<file path="config.mk">
export PLATFORM = sky130hd
export DESIGN_NAME = hazard_tnew_tracker_flat
export DESIGN_NICKNAME = d
export VERILOG_FILES = /design/src/rtl/hazard_tnew_tracker_if.sv /design/src/rtl/hazard_tnew_tracker.sv /design/src/flat_wrapper.sv
export SDC_FILE = /design/constraint.sdc
export NUM_CORES = 1
export LEC_CHECK = 0
export BUFFER_PORTS_ARGS = -buffer_cell sky130_fd_sc_hd__buf_4
export CORE_MARGIN = 4
export CORE_UTILIZATION = 30
export DETAILED_ROUTE_END_ITERATION = 8
export SETUP_SLACK_MARGIN = 0.4
export SLEW_MARGIN = 30
export SYNTH_ARGS = -nofsm -noshare
export SYNTH_HDL_FRONTEND = slang
export SYNTH_SLANG_ARGS = --single-unit
</file>
<file path="constraint.sdc">
create_clock -name clk -period 1.6 [get_ports clk]
set_input_delay 0.32 -clock clk [delete_from_list [all_inputs] [get_ports clk]]
set_output_delay 0.32 -clock clk [all_outputs]
set_load 0.01 [all_outputs]
</file>
<file path="src/rtl/hazard_tnew_tracker_if.sv">
// ---------------------------------------------------------------------------
// hazard_tnew_tracker_if
//
// Purpose: groups the D-stage instruction description and the hazard
// responses exchanged between a pipeline front end (master) and the
// hazard_tnew_tracker (slave).
//
// Signals:
//   d_valid            master->slave  a valid instruction sits in D
//   d_rs, d_rt         master->slave  D-stage source register numbers
//   d_tuse_rs/rt       master->slave  cycles until each source is consumed;
//                                     all-ones marks the source as unused
//   d_we               master->slave  D instruction writes a register
//   d_dst              master->slave  D instruction destination register
//   d_tnew             master->slave  producer latency on entry to stage 0
//   stall              slave->master  freeze F/D, bubble into stage 0
//   fwd_rs, fwd_rt     slave->master  0 = register file, k = stage k-1
//   stall_cnt          slave->master  saturating count of stalled cycles
// ---------------------------------------------------------------------------
interface hazard_tnew_tracker_if #(
  parameter int AW = 5,
  parameter int TW = 2,
  parameter int SW = 4
);
  logic          d_valid;
  logic [AW-1:0] d_rs;
  logic [AW-1:0] d_rt;
  logic [TW-1:0] d_tuse_rs;
  logic [TW-1:0] d_tuse_rt;
  logic          d_we;
  logic [AW-1:0] d_dst;
  logic [TW-1:0] d_tnew;
  logic          stall;
  logic [SW-1:0] fwd_rs;
  logic [SW-1:0] fwd_rt;
  logic [15:0]   stall_cnt;

  modport master (
    output d_valid, d_rs, d_rt, d_tuse_rs, d_tuse_rt, d_we, d_dst, d_tnew,
    input  stall, fwd_rs, fwd_rt, stall_cnt
  );

  modport slave (
    input  d_valid, d_rs, d_rt, d_tuse_rs, d_tuse_rt, d_we, d_dst, d_tnew,
    output stall, fwd_rs, fwd_rt, stall_cnt
  );
endinterface

</file>
<file path="src/rtl/hazard_tnew_tracker.sv">
// ---------------------------------------------------------------------------
// hazard_tnew_tracker
//
// Purpose: Tnew/Tuse data-hazard unit for an in-order pipeline. Tracks the
// destination register and remaining producer latency (Tnew) of every
// instruction in the post-decode stages (stage 0 = E, 1 = M, 2 = W, ...),
// compares them against the D-stage sources, and produces a stall request
// plus a forwarding select for each source.
//
// Ports:
//   clk    in   single clock, all state changes on the rising edge
//   reset  in   synchronous, active-low reset
//   bus    slave modport of hazard_tnew_tracker_if (D-stage inputs,
//               stall / fwd_rs / fwd_rt / stall_cnt outputs)
//
// Parameters:
//   STAGES  tracked post-decode stages, legal range 2..8
//   AW      register-address width
//   TW      Tnew/Tuse width (Tuse all-ones = source not used)
//   SW      forwarding-select width, at least clog2(STAGES+1)
//
// Configuration macro: HAZARD_TNEW_FWD_EN
//   defined   : full forwarding; stall only when the youngest matching
//               producer cannot deliver its value before the consumer needs
//               it (Tnew > Tuse), otherwise forward from the matching stage.
//   undefined : no forwarding network; any used source that matches a
//               stage 0..STAGES-2 stalls (the last stage writes the register
//               file with an internal bypass). Tnew/Tuse values are ignored
//               apart from the "unused" encoding.
// ---------------------------------------------------------------------------
module hazard_tnew_tracker #(
  parameter int STAGES = 3,
  parameter int AW     = 5,
  parameter int TW     = 2,
  parameter int SW     = 4
) (
  input  logic           clk,
  input  logic           reset,
  hazard_tnew_tracker_if.slave bus
);

  localparam logic [TW-1:0] TUSE_NONE = '1;

  // Tnew counts down as the producer advances; once its result exists it
  // stays available, so the count floors at zero.
  function automatic logic [TW-1:0] sat_dec(input logic [TW-1:0] v);
    return (v == '0) ? '0 : v - TW'(1);
  endfunction

  function automatic logic [15:0] sat_inc16(input logic [15:0] v);
    return (v == 16'hFFFF) ? v : v + 16'd1;
  endfunction

  // Stage entries: stage 0 is the youngest instruction past D.
  logic          r_stg_vld  [STAGES];
  logic [AW-1:0] r_stg_dst  [STAGES];
  logic [TW-1:0] r_stg_tnew [STAGES];
  logic [15:0]   r_stall_cnt;

  logic          w_stall;
  logic          w_load;
  logic          w_rs_used;
  logic          w_rt_used;
  logic [SW-1:0] w_fwd_rs;
  logic [SW-1:0] w_fwd_rt;

  assign w_rs_used = (bus.d_tuse_rs != TUSE_NONE);
  assign w_rt_used = (bus.d_tuse_rt != TUSE_NONE);

`ifdef HAZARD_TNEW_FWD_EN
  logic          w_rs_hit;
  logic          w_rt_hit;
  logic [SW-1:0] w_rs_idx;
  logic [SW-1:0] w_rt_idx;
  logic [TW-1:0] w_rs_tnew;
  logic [TW-1:0] w_rt_tnew;
  logic          w_rs_stall;
  logic          w_rt_stall;

  // Scan from oldest to youngest so that the youngest match overwrites any
  // older one: only the most recent writer of a register is relevant.
  always_comb begin
    w_rs_hit  = 1'b0;
    w_rs_idx  = '0;
    w_rs_tnew = '0;
    w_rt_hit  = 1'b0;
    w_rt_idx  = '0;
    w_rt_tnew = '0;
    for (int i = STAGES - 1; i >= 0; i--) begin
      if (r_stg_vld[i] && (bus.d_rs != '0) && (r_stg_dst[i] == bus.d_rs)) begin
        w_rs_hit  = 1'b1;
        w_rs_idx  = SW'(i);
        w_rs_tnew = r_stg_tnew[i];
      end
      if (r_stg_vld[i] && (bus.d_rt != '0) && (r_stg_dst[i] == bus.d_rt)) begin
        w_rt_hit  = 1'b1;
        w_rt_idx  = SW'(i);
        w_rt_tnew = r_stg_tnew[i];
      end
    end
  end

  assign w_rs_stall = w_rs_used && w_rs_hit && (w_rs_tnew > bus.d_tuse_rs);
  assign w_rt_stall = w_rt_used && w_rt_hit && (w_rt_tnew > bus.d_tuse_rt);
  assign w_stall    = bus.d_valid && (w_rs_stall || w_rt_stall);

  // Forward only once the producer's result exists (Tnew reached 0);
  // select k means "take the value held in stage k-1".
  assign w_fwd_rs = (w_rs_used && w_rs_hit && (w_rs_tnew == '0)) ?
                    (w_rs_idx + SW'(1)) : '0;
  assign w_fwd_rt = (w_rt_used && w_rt_hit && (w_rt_tnew == '0)) ?
                    (w_rt_idx + SW'(1)) : '0;
`else
  logic w_rs_hit;
  logic w_rt_hit;

  // Without forwarding the value only becomes visible through the register
  // file, which the last stage writes with an internal bypass, so every
  // stage except the last blocks a dependent consumer.
  always_comb begin
    w_rs_hit = 1'b0;
    w_rt_hit = 1'b0;
    for (int i = 0; i < STAGES - 1; i++) begin
      if (r_stg_vld[i] && (bus.d_rs != '0) && (r_stg_dst[i] == bus.d_rs)) begin
        w_rs_hit = 1'b1;
      end
      if (r_stg_vld[i] && (bus.d_rt != '0) && (r_stg_dst[i] == bus.d_rt)) begin
        w_rt_hit = 1'b1;
      end
    end
  end

  assign w_stall  = bus.d_valid && ((w_rs_used && w_rs_hit) ||
                                    (w_rt_used && w_rt_hit));
  assign w_fwd_rs = '0;
  assign w_fwd_rt = '0;
`endif

  // A stalled D instruction must not enter stage 0; a bubble goes in instead.
  assign w_load = bus.d_valid && bus.d_we && !w_stall;

  // ---- D -> stage 0 -> ... -> stage STAGES-1 ----
  always_ff @(posedge clk) begin
    if (!reset) begin
      for (int i = 0; i < STAGES; i++) begin
        r_stg_vld[i]  <= 1'b0;
        r_stg_dst[i]  <= '0;
        r_stg_tnew[i] <= '0;
      end
      r_stall_cnt <= 16'd0;
    end else begin
      r_stg_vld[0]  <= w_load;
      r_stg_dst[0]  <= w_load ? bus.d_dst  : '0;
      r_stg_tnew[0] <= w_load ? bus.d_tnew : '0;
      for (int i = 1; i < STAGES; i++) begin
        r_stg_vld[i]  <= r_stg_vld[i-1];
        r_stg_dst[i]  <= r_stg_dst[i-1];
        r_stg_tnew[i] <= sat_dec(r_stg_tnew[i-1]);
      end
      if (w_stall) begin
        r_stall_cnt <= sat_inc16(r_stall_cnt);
      end
    end
  end

  assign bus.stall     = w_stall;
  assign bus.fwd_rs    = w_fwd_rs;
  assign bus.fwd_rt    = w_fwd_rt;
  assign bus.stall_cnt = r_stall_cnt;

endmodule
</file>
<file path="src/flat_wrapper.sv">
// flat-port wrapper written by rule: the top's interface ports become plain ports
module hazard_tnew_tracker_flat 
#(
  parameter int STAGES = 3,
  parameter int AW     = 5,
  parameter int TW     = 2,
  parameter int SW     = 4
)
  (clk, reset, bus_d_valid, bus_d_rs, bus_d_rt, bus_d_tuse_rs, bus_d_tuse_rt, bus_d_we, bus_d_dst, bus_d_tnew, bus_stall, bus_fwd_rs, bus_fwd_rt, bus_stall_cnt);
  hazard_tnew_tracker_if #(.AW(AW), .TW(TW), .SW(SW)) bus_i ();
  input  logic clk;
  input  logic reset;
  input wire logic [$bits(bus_i.d_valid)-1:0] bus_d_valid;
  input wire logic [$bits(bus_i.d_rs)-1:0] bus_d_rs;
  input wire logic [$bits(bus_i.d_rt)-1:0] bus_d_rt;
  input wire logic [$bits(bus_i.d_tuse_rs)-1:0] bus_d_tuse_rs;
  input wire logic [$bits(bus_i.d_tuse_rt)-1:0] bus_d_tuse_rt;
  input wire logic [$bits(bus_i.d_we)-1:0] bus_d_we;
  input wire logic [$bits(bus_i.d_dst)-1:0] bus_d_dst;
  input wire logic [$bits(bus_i.d_tnew)-1:0] bus_d_tnew;
  output wire logic [$bits(bus_i.stall)-1:0] bus_stall;
  output wire logic [$bits(bus_i.fwd_rs)-1:0] bus_fwd_rs;
  output wire logic [$bits(bus_i.fwd_rt)-1:0] bus_fwd_rt;
  output wire logic [$bits(bus_i.stall_cnt)-1:0] bus_stall_cnt;
  assign bus_i.d_valid = bus_d_valid;
  assign bus_i.d_rs = bus_d_rs;
  assign bus_i.d_rt = bus_d_rt;
  assign bus_i.d_tuse_rs = bus_d_tuse_rs;
  assign bus_i.d_tuse_rt = bus_d_tuse_rt;
  assign bus_i.d_we = bus_d_we;
  assign bus_i.d_dst = bus_d_dst;
  assign bus_i.d_tnew = bus_d_tnew;
  assign bus_stall = bus_i.stall;
  assign bus_fwd_rs = bus_i.fwd_rs;
  assign bus_fwd_rt = bus_i.fwd_rt;
  assign bus_stall_cnt = bus_i.stall_cnt;
  hazard_tnew_tracker #(.STAGES(STAGES), .AW(AW), .TW(TW), .SW(SW)) u_core (.clk(clk), .reset(reset), .bus(bus_i));
endmodule
</file>
==> impl_metrics.sql <==
INSERT INTO impl_metrics (metric_group, metric, value, unit) VALUES
('clock_tree', 'number_of_buffers_between_clock_root_and_the_deepest_sink', '2', ''),
('status', 'failed_checks', 'setup timing', ''),
('global_route', 'largest_net_degree_at_the_start_of_global_routing', '18', ''),
('sta', 'worst_case_clock_skew', '0.0160', 'ns'),
('min_path', 'timing.hold.worst.class', 'input pin to flip-flop', ''),
('sta', 'period_needed', '1.86', 'ns'),
('worst_setup_path', 'setup.worst_path.class', 'flip-flop to flip-flop', ''),
('clock_tree', 'cts_made_buffers', '3', ''),
('global_route', 'gr-usage-all-layers', '12.9', '%'),
('logic_synthesis', 'synth_ff_type', 'dfxtp_1', ''),
('clock_tree', 'clkTransAtPathRegs', '0.11', 'ns'),
('worst_setup_path', 'required_time_of_the_worst_setup_path', '1.81', 'ns'),
('logic_synthesis', 'synthArstFlopShare', '0', '%'),
('sta', 'setup_ws', '-0.262', 'ns'),
('placed_design', 'dpl_cell_area', '0.00213', 'mm^2'),
('global_route', 'overflow', '0', ''),
('clock_tree', 'cts_tree', 'done', ''),
('floorplanning', 'pin_count', '50', ''),
('logic_synthesis', 'synth_largest_type_area_fraction', '36.5', '%'),
('worst_setup_path', 'path_max_fanout', '6', ''),
('worst_setup_path', 'end_kind', 'flip-flop', ''),
('status', 'run_status', 'complete, but fails checks', ''),
('sta', 'finalSetupTns', '-3.01', 'ns'),
('placed_design', 'hpwlAfterDp', '3070', 'um'),
('worst_setup_path', 'cp-start-kind', 'flip-flop', ''),
('logic_synthesis', 'synth_edf_count', '0', ''),
('placed_design', 'gpl.final_weighted_congestion', '0.781', ''),
('global_route', 'grt_first_pass_wirelength', '6620', 'um'),
('logic_synthesis', 'synth_largest_area_cell', 'dfxtp_1', ''),
('logic_synthesis', 'yosys_warnings', '0', ''),
('logic_synthesis', 'synthTopCellsByArea', 'dfxtp_1 37%, xnor2_1 11%, and2_1 5.3%', ''),
('logic_synthesis', 'synthesis.area_per_instance', '8.87', 'um^2'),
('finish', 'final_common_cell', 'buf_4', ''),
('clock_tree', 'clkSinkCount', '28', ''),
('clock_tree', 'clock_latency', '0.28', 'ns'),
('sta', 'final_slew_violations', '0', ''),
('floorplanning', 'vertical_die_dimension', '79.5', 'um'),
('global_route', 'antenna_found_initial', '0', ''),
('sta', 'setup_viol', '16', ''),
('worst_setup_path', 'timing.critical_path.slowest_cell_delay', '0.50', 'ns'),
('sta', 'period_utilization_post_route', '116', '%'),
('routing', 'route.final.wire_length', '4330', 'um'),
('finish', 'antenna_cells_inserted', '0', ''),
('routing', 'route.detailed.drc', '0', ''),
('routing', 'initial_drc_count', '38', ''),
('flow_run', 'number_of_violations_of_the_max_capacitance_limit', '0', ''),
('sta', 'achievable-frequency', '0.537', 'GHz'),
('power', 'power_per_cell_area', '502', 'mW/mm^2'),
('global_route', 'grt_pass1_vias', '1451', ''),
('logic_synthesis', 'synth.ff_latch_count', '28', ''),
('logic_synthesis', 'synth_cells', '173', ''),
('floorplanning', 'initial_utilization', '31.6', '%'),
('worst_setup_path', 'crit_family', 'simple AND/OR/NAND/NOR gates', ''),
('worst_setup_path', 'timing.critical_path.arrival', '2.07', 'ns'),
('placed_design', 'port-buffer-count', '39', ''),
('sta', 'rsz0062_at_grt', 'yes', ''),
('logic_synthesis', 'synth.yosys.seq_area_share', '36.5', '%'),
('floorplanning', 'floorplan.die_area', '0.00632', 'mm^2'),
('floorplanning', 'die_w', '79.5', 'um'),
('worst_setup_path', 'critical_path.cell_chain', 'xnor2_2 -> nand4_1 -> o22ai_2 -> a32oi_4 -> buf_6 -> or4_1 -> a21oi_1', ''),
('worst_setup_path', 'worstPathBufferInverterCount', '1', ''),
('finish', 'layout_common_cells', '43 x buf_4, 30 x buf_6, 18 x dfxtp_2, 13 x nand2_1, 12 x xnor2_1', ''),
('routing', 'detailroute.via_count', '1526', ''),
('worst_setup_path', 'worst-path-stages', '7', ''),
('routing', 'antenna_violating_nets_post_route', '0', ''),
('power', 'static_leak', '0.971', 'nW'),
('finish', 'num-nets-final', '270', ''),
('floorplanning', 'placeableCoreArea', '0.00485', 'mm^2'),
('finish', 'area_growth', '65.8', '%'),
('logic_synthesis', 'synth.cell_area', '0.00153', 'mm^2'),
('finish', 'drive_above_1_share', '58.8', '%');
-- stage by stage --
step	total power (W)	hold slack [ns]	setup WS, ns	utilization, %	instances
2_1_floorplan	0.000806	0.439	-0.0859	-	180
3_3_place_gp	0.000864	0.482	-0.343	44.0	302
3_5_place_dp	0.000866	0.486	-0.373	44.0	302
4_1_cts	0.00128	0.248	-0.234	47.3	307
5_1_grt	0.00132	0.263	-0.339	52.5	310
6_report	0.00128	0.268	-0.262	52.5	310
-- report_power, final --
group          internal, W  total, W  switching (W)
clock             0.000179  0.000408       0.000229
combinational    0.0000883  0.000163      0.0000749
sequential        0.000698  0.000706     0.00000828
-- final cells by class --
class,count,area (um^2),share of cell area [%]
timing repair buffer,74,666,26.2
sequential,28,598,23.5
multi-input combinational,134,1140,44.8
tap,67,83.8,3.30
inverter,3,11.3,0.443
clock buffer,4,45.0,1.77
-- state kept, by name, indices dropped and copies added, names as in the netlist --
register              flops
u_core.bus.stall_cnt     16
u_core.r_stg_dst         10
u_core.r_stg_vld          2
-- worst register-to-register path, cell delays in order, from the launching register on --
cell and delay (ns):
dfxtp_2 0.37, xnor2_2 0.12, nand4_1 0.13, o22ai_2 0.23, a32oi_4 0.17, buf_6 0.17
or4_1 0.50, a21oi_1 0.13
-- per-layer routing --
metal,global-route usage [%],share of wire [%],vias up
li1,-,-,756
met1,16.4,45,737
met2,22.5,51,29
met3,2.03,3.6,4
met4,3.44,1.1,0
met5,0,0,-
-- path summary, 6_finish.rpt --
| path | from | to | slack [ns] |
|---|---|---|---|
| setup / recovery | u_core.r_stg_dst[0][6] | u_core.bus.stall_cnt[4] | -0.26 |
| hold / removal | bus_d_dst[0] | u_core.r_stg_dst[0][0] | 0.27 |
| setup reg to reg | u_core.r_stg_dst[0][6] | u_core.bus.stall_cnt[4] | -0.26 |
| hold reg to reg | u_core.bus.stall_cnt[15] | u_core.bus.stall_cnt[15] | 0.50 |
-- cell usage after synthesis, types with 2 or more instances --
cell type,instances
dfxtp_1,28
xnor2_1,20
and2_1,13
nand2_1,13
a21oi_1,11
buf_4,8
nand3_1,8
o31ai_1,7
or4_1,7
nand4_1,6
clkbuf_1,4
nand2b_1,4
a22oi_1,3
and4_1,3
inv_1,3
mux2i_1,3
nor2_1,3
o21ai_0,3
or3_1,3
and4_4,2
buf_2,2
nor3_1,2
nor4_1,2
o22ai_1,2
o41ai_1,2
-- cells by family (layout without fill, tap and decap cells) --
family / after synthesis / count (layout) / share of synthesized area, %
xor gates and xnor gates: 20 / 20 / 11.4
DFF: 28 / 28 / 36.5
adders and majority gates: 1 / 1 / 0.816
and+or+nand+nor: 70 / 70 / 27.9
muxes: 3 / 3 / 1.96
AOI/OAI and AO/OA: 32 / 32 / 14.1
buffers and inverters: 18 / 81 / 7.01
other: 1 / 8 / 0.244
-- timing repair --
item,4_1_cts,5_1_grt
gates resized for setup,33,52
gates cloned,0,1
buffers inserted,1,2
endpoints found under the setup margin,35,36
pin swaps,5,16
Power figures use the tool's default switching activity.
